## config.mk

```make
export PLATFORM = sky130hd
export DESIGN_NAME = reg_file_2r1w
export DESIGN_NICKNAME = d
export VERILOG_FILES = /design/src/rtl/reg_file_2r1w.sv
export SDC_FILE = /design/constraint.sdc
export NUM_CORES = 1
export LEC_CHECK = 0
export BUFFER_PORTS_ARGS = -buffer_cell sky130_fd_sc_hd__buf_2
export CORE_MARGIN = 2
export CORE_UTILIZATION = 40
export DETAILED_ROUTE_END_ITERATION = 8
export GPL_TIMING_DRIVEN = 0
export SLEW_MARGIN = 10
export SYNTH_ARGS = -nofsm -noshare
export SYNTH_HDL_FRONTEND = slang
export SYNTH_SLANG_ARGS = --single-unit
```

## constraint.sdc

```tcl
create_clock -name CLK -period 3.15 [get_ports CLK]
set_clock_uncertainty 0.15 [all_clocks]
set_input_delay 0.315 -clock CLK [delete_from_list [all_inputs] [get_ports CLK]]
set_output_delay 0.315 -clock CLK [all_outputs]
set_load 0.01 [all_outputs]
```

## src/rtl/reg_file_2r1w.sv

```systemverilog
// reg_file_2r1w: WIDTH x 2**AW register file, two registered read ports, one write port.
// After every reset an internal scrub sequencer writes zero to every word (BUSY high)
// before accesses are accepted. Read data is qualified by VALID one cycle after the read.
// Optional feature macro: REGFILE_BYPASS_EN selects write-first forwarding on a
// same-cycle, same-address write/read; without it reads return the old contents.

module reg_file_2r1w #(
    parameter int unsigned WIDTH = 16,
    parameter int unsigned AW    = 4
) (
    input  logic             CLK,
    input  logic             RST,
    input  logic             ON,
    input  logic             W,
    input  logic [AW-1:0]    WADDR,
    input  logic [WIDTH-1:0] DATA_IN,
    input  logic             RE,
    input  logic [AW-1:0]    RADDR_A,
    input  logic [AW-1:0]    RADDR_B,
    output logic [WIDTH-1:0] DATA_OUT_A,
    output logic [WIDTH-1:0] DATA_OUT_B,
    output logic             VALID,
    output logic             BUSY
);

    localparam int unsigned DEPTH = 2 ** AW;

    typedef enum logic {StClear, StReady} state_e;

    state_e           state_q, state_d;
    logic [AW:0]      cnt_q, cnt_d;
    logic [WIDTH-1:0] data_a_q, data_a_d;
    logic [WIDTH-1:0] data_b_q, data_b_d;
    logic             valid_q, valid_d;

    logic [WIDTH-1:0] mem_q [DEPTH];

    logic             wr_acc, rd_acc;
    logic             mem_we;
    logic [AW-1:0]    mem_waddr;
    logic [WIDTH-1:0] mem_wdata;
    logic [WIDTH-1:0] rd_a, rd_b;

    // Access qualification, memory write port mux (scrub vs. user) and read-data selection
    always_comb begin
        wr_acc    = (state_q == StReady) && ON && W;
        rd_acc    = (state_q == StReady) && ON && RE;
        mem_we    = (state_q == StClear) || wr_acc;
        mem_waddr = (state_q == StClear) ? cnt_q[AW-1:0] : WADDR;
        mem_wdata = (state_q == StClear) ? '0 : DATA_IN;
        rd_a      = mem_q[RADDR_A];
        rd_b      = mem_q[RADDR_B];
`ifdef REGFILE_BYPASS_EN
        // Write-first: forward the word being written to a port reading the same address
        if (wr_acc && (WADDR == RADDR_A)) rd_a = DATA_IN;
        if (wr_acc && (WADDR == RADDR_B)) rd_b = DATA_IN;
`endif
    end

    // Next-state for scrub sequencer and registered read outputs
    always_comb begin
        state_d  = state_q;
        cnt_d    = cnt_q;
        data_a_d = data_a_q;
        data_b_d = data_b_q;
        valid_d  = 1'b0;
        unique case (state_q)
            StClear: begin
                cnt_d    = cnt_q + 1'b1;
                data_a_d = '0;
                data_b_d = '0;
                if (cnt_q == (AW + 1)'(DEPTH - 1)) begin
                    state_d = StReady;
                end
            end
            StReady: begin
                if (rd_acc) begin
                    data_a_d = rd_a;
                    data_b_d = rd_b;
                    valid_d  = 1'b1;
                end
            end
            default: state_d = StClear;
        endcase
    end

    // Control and output registers, asynchronously returned to the scrub start
    always_ff @(posedge CLK or posedge RST) begin
        if (RST) begin
            state_q  <= StClear;
            cnt_q    <= '0;
            data_a_q <= '0;
            data_b_q <= '0;
            valid_q  <= 1'b0;
        end else begin
            state_q  <= state_d;
            cnt_q    <= cnt_d;
            data_a_q <= data_a_d;
            data_b_q <= data_b_d;
            valid_q  <= valid_d;
        end
    end

    // Storage array; no reset, contents are cleared by the scrub sequencer
    always_ff @(posedge CLK) begin
        if (mem_we) begin
            mem_q[mem_waddr] <= mem_wdata;
        end
    end

    assign DATA_OUT_A = data_a_q;
    assign DATA_OUT_B = data_b_q;
    assign VALID      = valid_q;
    assign BUSY       = (state_q == StClear);

endmodule

```

==> metrics.txt <==
# TYPE chip_impl_metric gauge
chip_impl_metric{name="die_area",unit="mm2"} 0.0352
chip_impl_info{name="top_library_cells_by_usage_in_the_layout_fill_and_taps_aside",value="sky130_fd_sc_hd__edfxtp_1, sky130_fd_sc_hd__mux2i_1, sky130_fd_sc_hd__buf_2, sky130_fd_sc_hd__mux4_2, sky130_fd_sc_hd__dfrtp_1"} 1
chip_impl_metric{name="postSynthCellCount",unit=""} 745
chip_impl_metric{name="worst_pin_slew",unit="ns"} 1.33
chip_impl_metric{name="finalCritPeriodShare",unit=""} 0.945
chip_impl_metric{name="htree_levels",unit=""} 1
chip_impl_metric{name="critPathRequiredTime",unit="ns"} 3.27
chip_impl_metric{name="final.fill_count",unit=""} 2906
chip_impl_metric{name="cts_num_sinks",unit=""} 295
chip_impl_metric{name="clk_transition_reported_paths",unit="ns"} 0.06
chip_impl_metric{name="boundaryPins",unit=""} 67
chip_impl_metric{name="achievable-frequency",unit="GHz"} 0.336
chip_impl_metric{name="finalSetupViolations",unit=""} 0
chip_impl_metric{name="numPortBuffers",unit=""} 62
chip_impl_metric{name="drv.max_cap_violation_count",unit=""} 0
chip_impl_info{name="min-delay-path-class",value="in2async"} 1
chip_impl_metric{name="postLayoutCoreUtil",unit=""} 0.469
chip_impl_metric{name="gp_congestion",unit=""} 0.824
chip_impl_metric{name="antenna_left",unit=""} 0
chip_impl_info{name="synth_ff_type",value="sky130_fd_sc_hd__edfxtp_1"} 1
chip_impl_metric{name="critPathMaxFanout",unit=""} 10
chip_impl_metric{name="cts_post_setup_buffers_inserted",unit=""} 0
chip_impl_info{name="grt_setup_unrepaired",value="no"} 1
chip_impl_metric{name="slew_headroom",unit=""} 0.115
chip_impl_info{name="timing.critical_path.to_type",value="flop"} 1
chip_impl_metric{name="drt-pass1-iter-count",unit=""} 5
chip_impl_metric{name="antenna_found_initial",unit=""} 1
chip_impl_metric{name="row_count",unit=""} 67
chip_impl_info{name="regToRegEndpoint",value="mem_q[12][8]"} 1
chip_impl_metric{name="clk_path_buf_depth",unit=""} 3
chip_impl_info{name="synth_top_cells_by_area",value="sky130_fd_sc_hd__edfxtp_1, sky130_fd_sc_hd__mux4_2, sky130_fd_sc_hd__dfrtp_1"} 1
chip_impl_metric{name="grt_usage",unit=""} 0.220
chip_impl_metric{name="seq_area_frac_synth",unit=""} 0.642
chip_impl_metric{name="netlist-cell-type-count",unit=""} 38
chip_impl_metric{name="synth_enable_flop_cells",unit=""} 256
chip_impl_metric{name="timing.hold.ws",unit="ns"} 0.0400
chip_impl_info{name="rr_startpoint",value="state_q"} 1
chip_impl_metric{name="global_route_wire_length_before_repair",unit="mm"} 55.2
chip_impl_metric{name="layout-drive-gt1-share",unit=""} 0.304
chip_impl_metric{name="synth-warning-count",unit=""} 0
chip_impl_metric{name="cellLeakagePower",unit="uW"} 0.00551
chip_impl_info{name="outcome",value="completed"} 1
chip_impl_metric{name="timing.critical_path.arrival",unit="ns"} 3.09
chip_impl_metric{name="cts.repair.resized",unit=""} 0
chip_impl_metric{name="routed_via_density",unit=""} 6.00
chip_impl_info{name="cts_root_buffer",value="sky130_fd_sc_hd__clkbuf_16"} 1
chip_impl_metric{name="cts_hold_buf",unit=""} 3
chip_impl_metric{name="syn-cell-area",unit="mm2"} 0.0135
chip_impl_info{name="cp-start-kind",value="flop"} 1
chip_impl_metric{name="cts_inserted_buffers",unit=""} 31
chip_impl_metric{name="die-height",unit="um"} 188
chip_impl_metric{name="initial_core_util",unit=""} 0.404
chip_impl_metric{name="wl_per_cell",unit="um"} 29.2
chip_impl_metric{name="power_per_cell_area",unit="mW/mm2"} 558
chip_impl_info{name="mostFrequentLayoutCell",value="sky130_fd_sc_hd__edfxtp_1"} 1
chip_impl_metric{name="slew_viol_final",unit=""} 0
chip_impl_metric{name="dpl.hpwl",unit="mm"} 27.0
chip_impl_metric{name="placeableCoreArea",unit="mm2"} 0.0334
chip_impl_metric{name="drc_errors",unit=""} 0
chip_impl_metric{name="max-vdd-ir-drop",unit="mV"} 0.553
chip_impl_metric{name="final_nets",unit=""} 894
chip_impl_info{name="criticalPathCategory",value="reg2reg"} 1
chip_impl_metric{name="worst_skew_pair.late_latency",unit="ns"} 0.56
chip_impl_metric{name="vias",unit=""} 7990
chip_impl_metric{name="reg2reg_depth",unit=""} 5
chip_impl_metric{name="totalWireLength",unit="mm"} 38.9
chip_impl_metric{name="die-width",unit="um"} 188
chip_impl_info{name="synth_top_cell_by_area",value="sky130_fd_sc_hd__edfxtp_1"} 1
chip_impl_metric{name="synth_largest_type_area_fraction",unit=""} 0.570
chip_impl_metric{name="postSynthNetCount",unit=""} 780
chip_impl_metric{name="maximum_number_of_pins_on_one_net_before_global_route_repair",unit=""} 34
chip_impl_metric{name="yosys_register_bits",unit=""} 295
chip_impl_metric{name="shortest_clock_period_the_worst_path_allows_after_layout",unit="ns"} 2.98
chip_impl_metric{name="synth_async_sr_flop_share",unit=""} 0.132
chip_impl_metric{name="ff2ff_setup_slack",unit="ns"} 0.17
chip_impl_metric{name="drt_iter0_drc",unit=""} 923
chip_impl_info{name="tritoncts",value="done"} 1
chip_impl_metric{name="syn_area_per_cell",unit="um2"} 18.1
chip_impl_metric{name="grt_pass1_vias",unit=""} 8056
chip_impl_metric{name="num_antenna_cells",unit=""} 0
chip_impl_metric{name="gr-total-overflow",unit=""} 0
chip_impl_metric{name="layout-area-overhead-vs-synth",unit="%"} 16.0
chip_impl_metric{name="final-hold-violation-count",unit=""} 0
## power by group
| part | internal, uW | switching, uW |
|---|---|---|
| sequential | 4330 | 69.2 |
| combinational | 314 | 462 |
| clock | 2070 | 1490 |
| total | 6710 | 2020 |
## logic make-up (layout without fill, tap and decap cells)
group | Yosys count | after routing | synth area share
adders and majority gates | 2 | 2 | 0.00185
DFF | 295 | 295 | 0.642
muxes | 196 | 196 | 0.243
xor gates and xnor gates | 3 | 3 | 0.00195
AOI/OAI and AO/OA | 102 | 102 | 0.0561
and+or+nand+nor | 89 | 89 | 0.0313
buffers and inverters | 58 | 197 | 0.0243
## through the flow
step / std cells / worst slack, ns / TNS [ns] / cell area (um2) / power, uW
after floorplan: 745 / 0.759 / 0 / 13500 / 4910
after global placement: 1255 / -0.719 / -57.63 / 14400 / 5230
after detailed placement: 1271 / 0.153 / 0 / 14600 / 5250
after CTS: 1332 / 0.142 / 0 / 15700 / 8760
after global routing: 1332 / 0.00725 / 0 / 15700 / 8950
final: 1332 / 0.174 / 0 / 15700 / 8730
## state kept, by name, indices dropped and copies added (netlist names)
signal	flops
mem_q	256
DATA_OUT_A	16
DATA_OUT_B	16
cnt_q	5
VALID	1
state_q	1
## worst max path at each step
stage	startpoint	cells past startpoint	to	slack (ns)
final	state_q	5	mem_q[12][8]	0.17
after global routing	state_q	5	mem_q[12][5]	0.007
after CTS	state_q	5	mem_q[12][8]	0.14
after detailed placement	state_q	5	mem_q[12][8]	0.15
after global placement	state_q	4	mem_q[8][7]	-0.72
after floorplan	state_q	4	mem_q[0][0]	0.76
## layer usage
layer	up-vias	wire, um	track usage
met1	4194	16000	0.313
li1	3351	-	-
met2	387	18500	0.356
met3	58	3400	0.0350
met4	0	993	0.0584
met5	-	0	0
## synthesized netlist by cell type (18+ instances only)
cell / n
sky130_fd_sc_hd__dfrtp_1: 39
sky130_fd_sc_hd__edfxtp_1: 256
sky130_fd_sc_hd__mux4_1: 20
sky130_fd_sc_hd__buf_2: 18
sky130_fd_sc_hd__and2_1: 20
sky130_fd_sc_hd__mux4_2: 77
sky130_fd_sc_hd__mux2_2: 18
sky130_fd_sc_hd__mux2i_1: 81
sky130_fd_sc_hd__a221oi_1: 31
sky130_fd_sc_hd__nand2_1: 37
sky130_fd_sc_hd__nor2_1: 18
sky130_fd_sc_hd__o21ai_0: 32
## layout make-up
class,instances,area (um2),area share
inverters,5,18.8,0.00120
clock buffers,40,820,0.0523
clock inverters,18,160,0.0102
flip-flops and latches,295,8660,0.553
repair buffers,81,574,0.0367
multi-input cells,392,4550,0.291
plain buffers,53,309,0.0197
well taps,448,561,0.0358
## critical path: stages, from the launching register on
cell                       delay, ns
sky130_fd_sc_hd__dfrtp_1        0.46
sky130_fd_sc_hd__clkbuf_1       0.39
sky130_fd_sc_hd__clkbuf_1       0.50
sky130_fd_sc_hd__a21oi_1        0.33
sky130_fd_sc_hd__nor2_2         0.58
sky130_fd_sc_hd__buf_8          0.25
(Power assumes the default switching activity.)
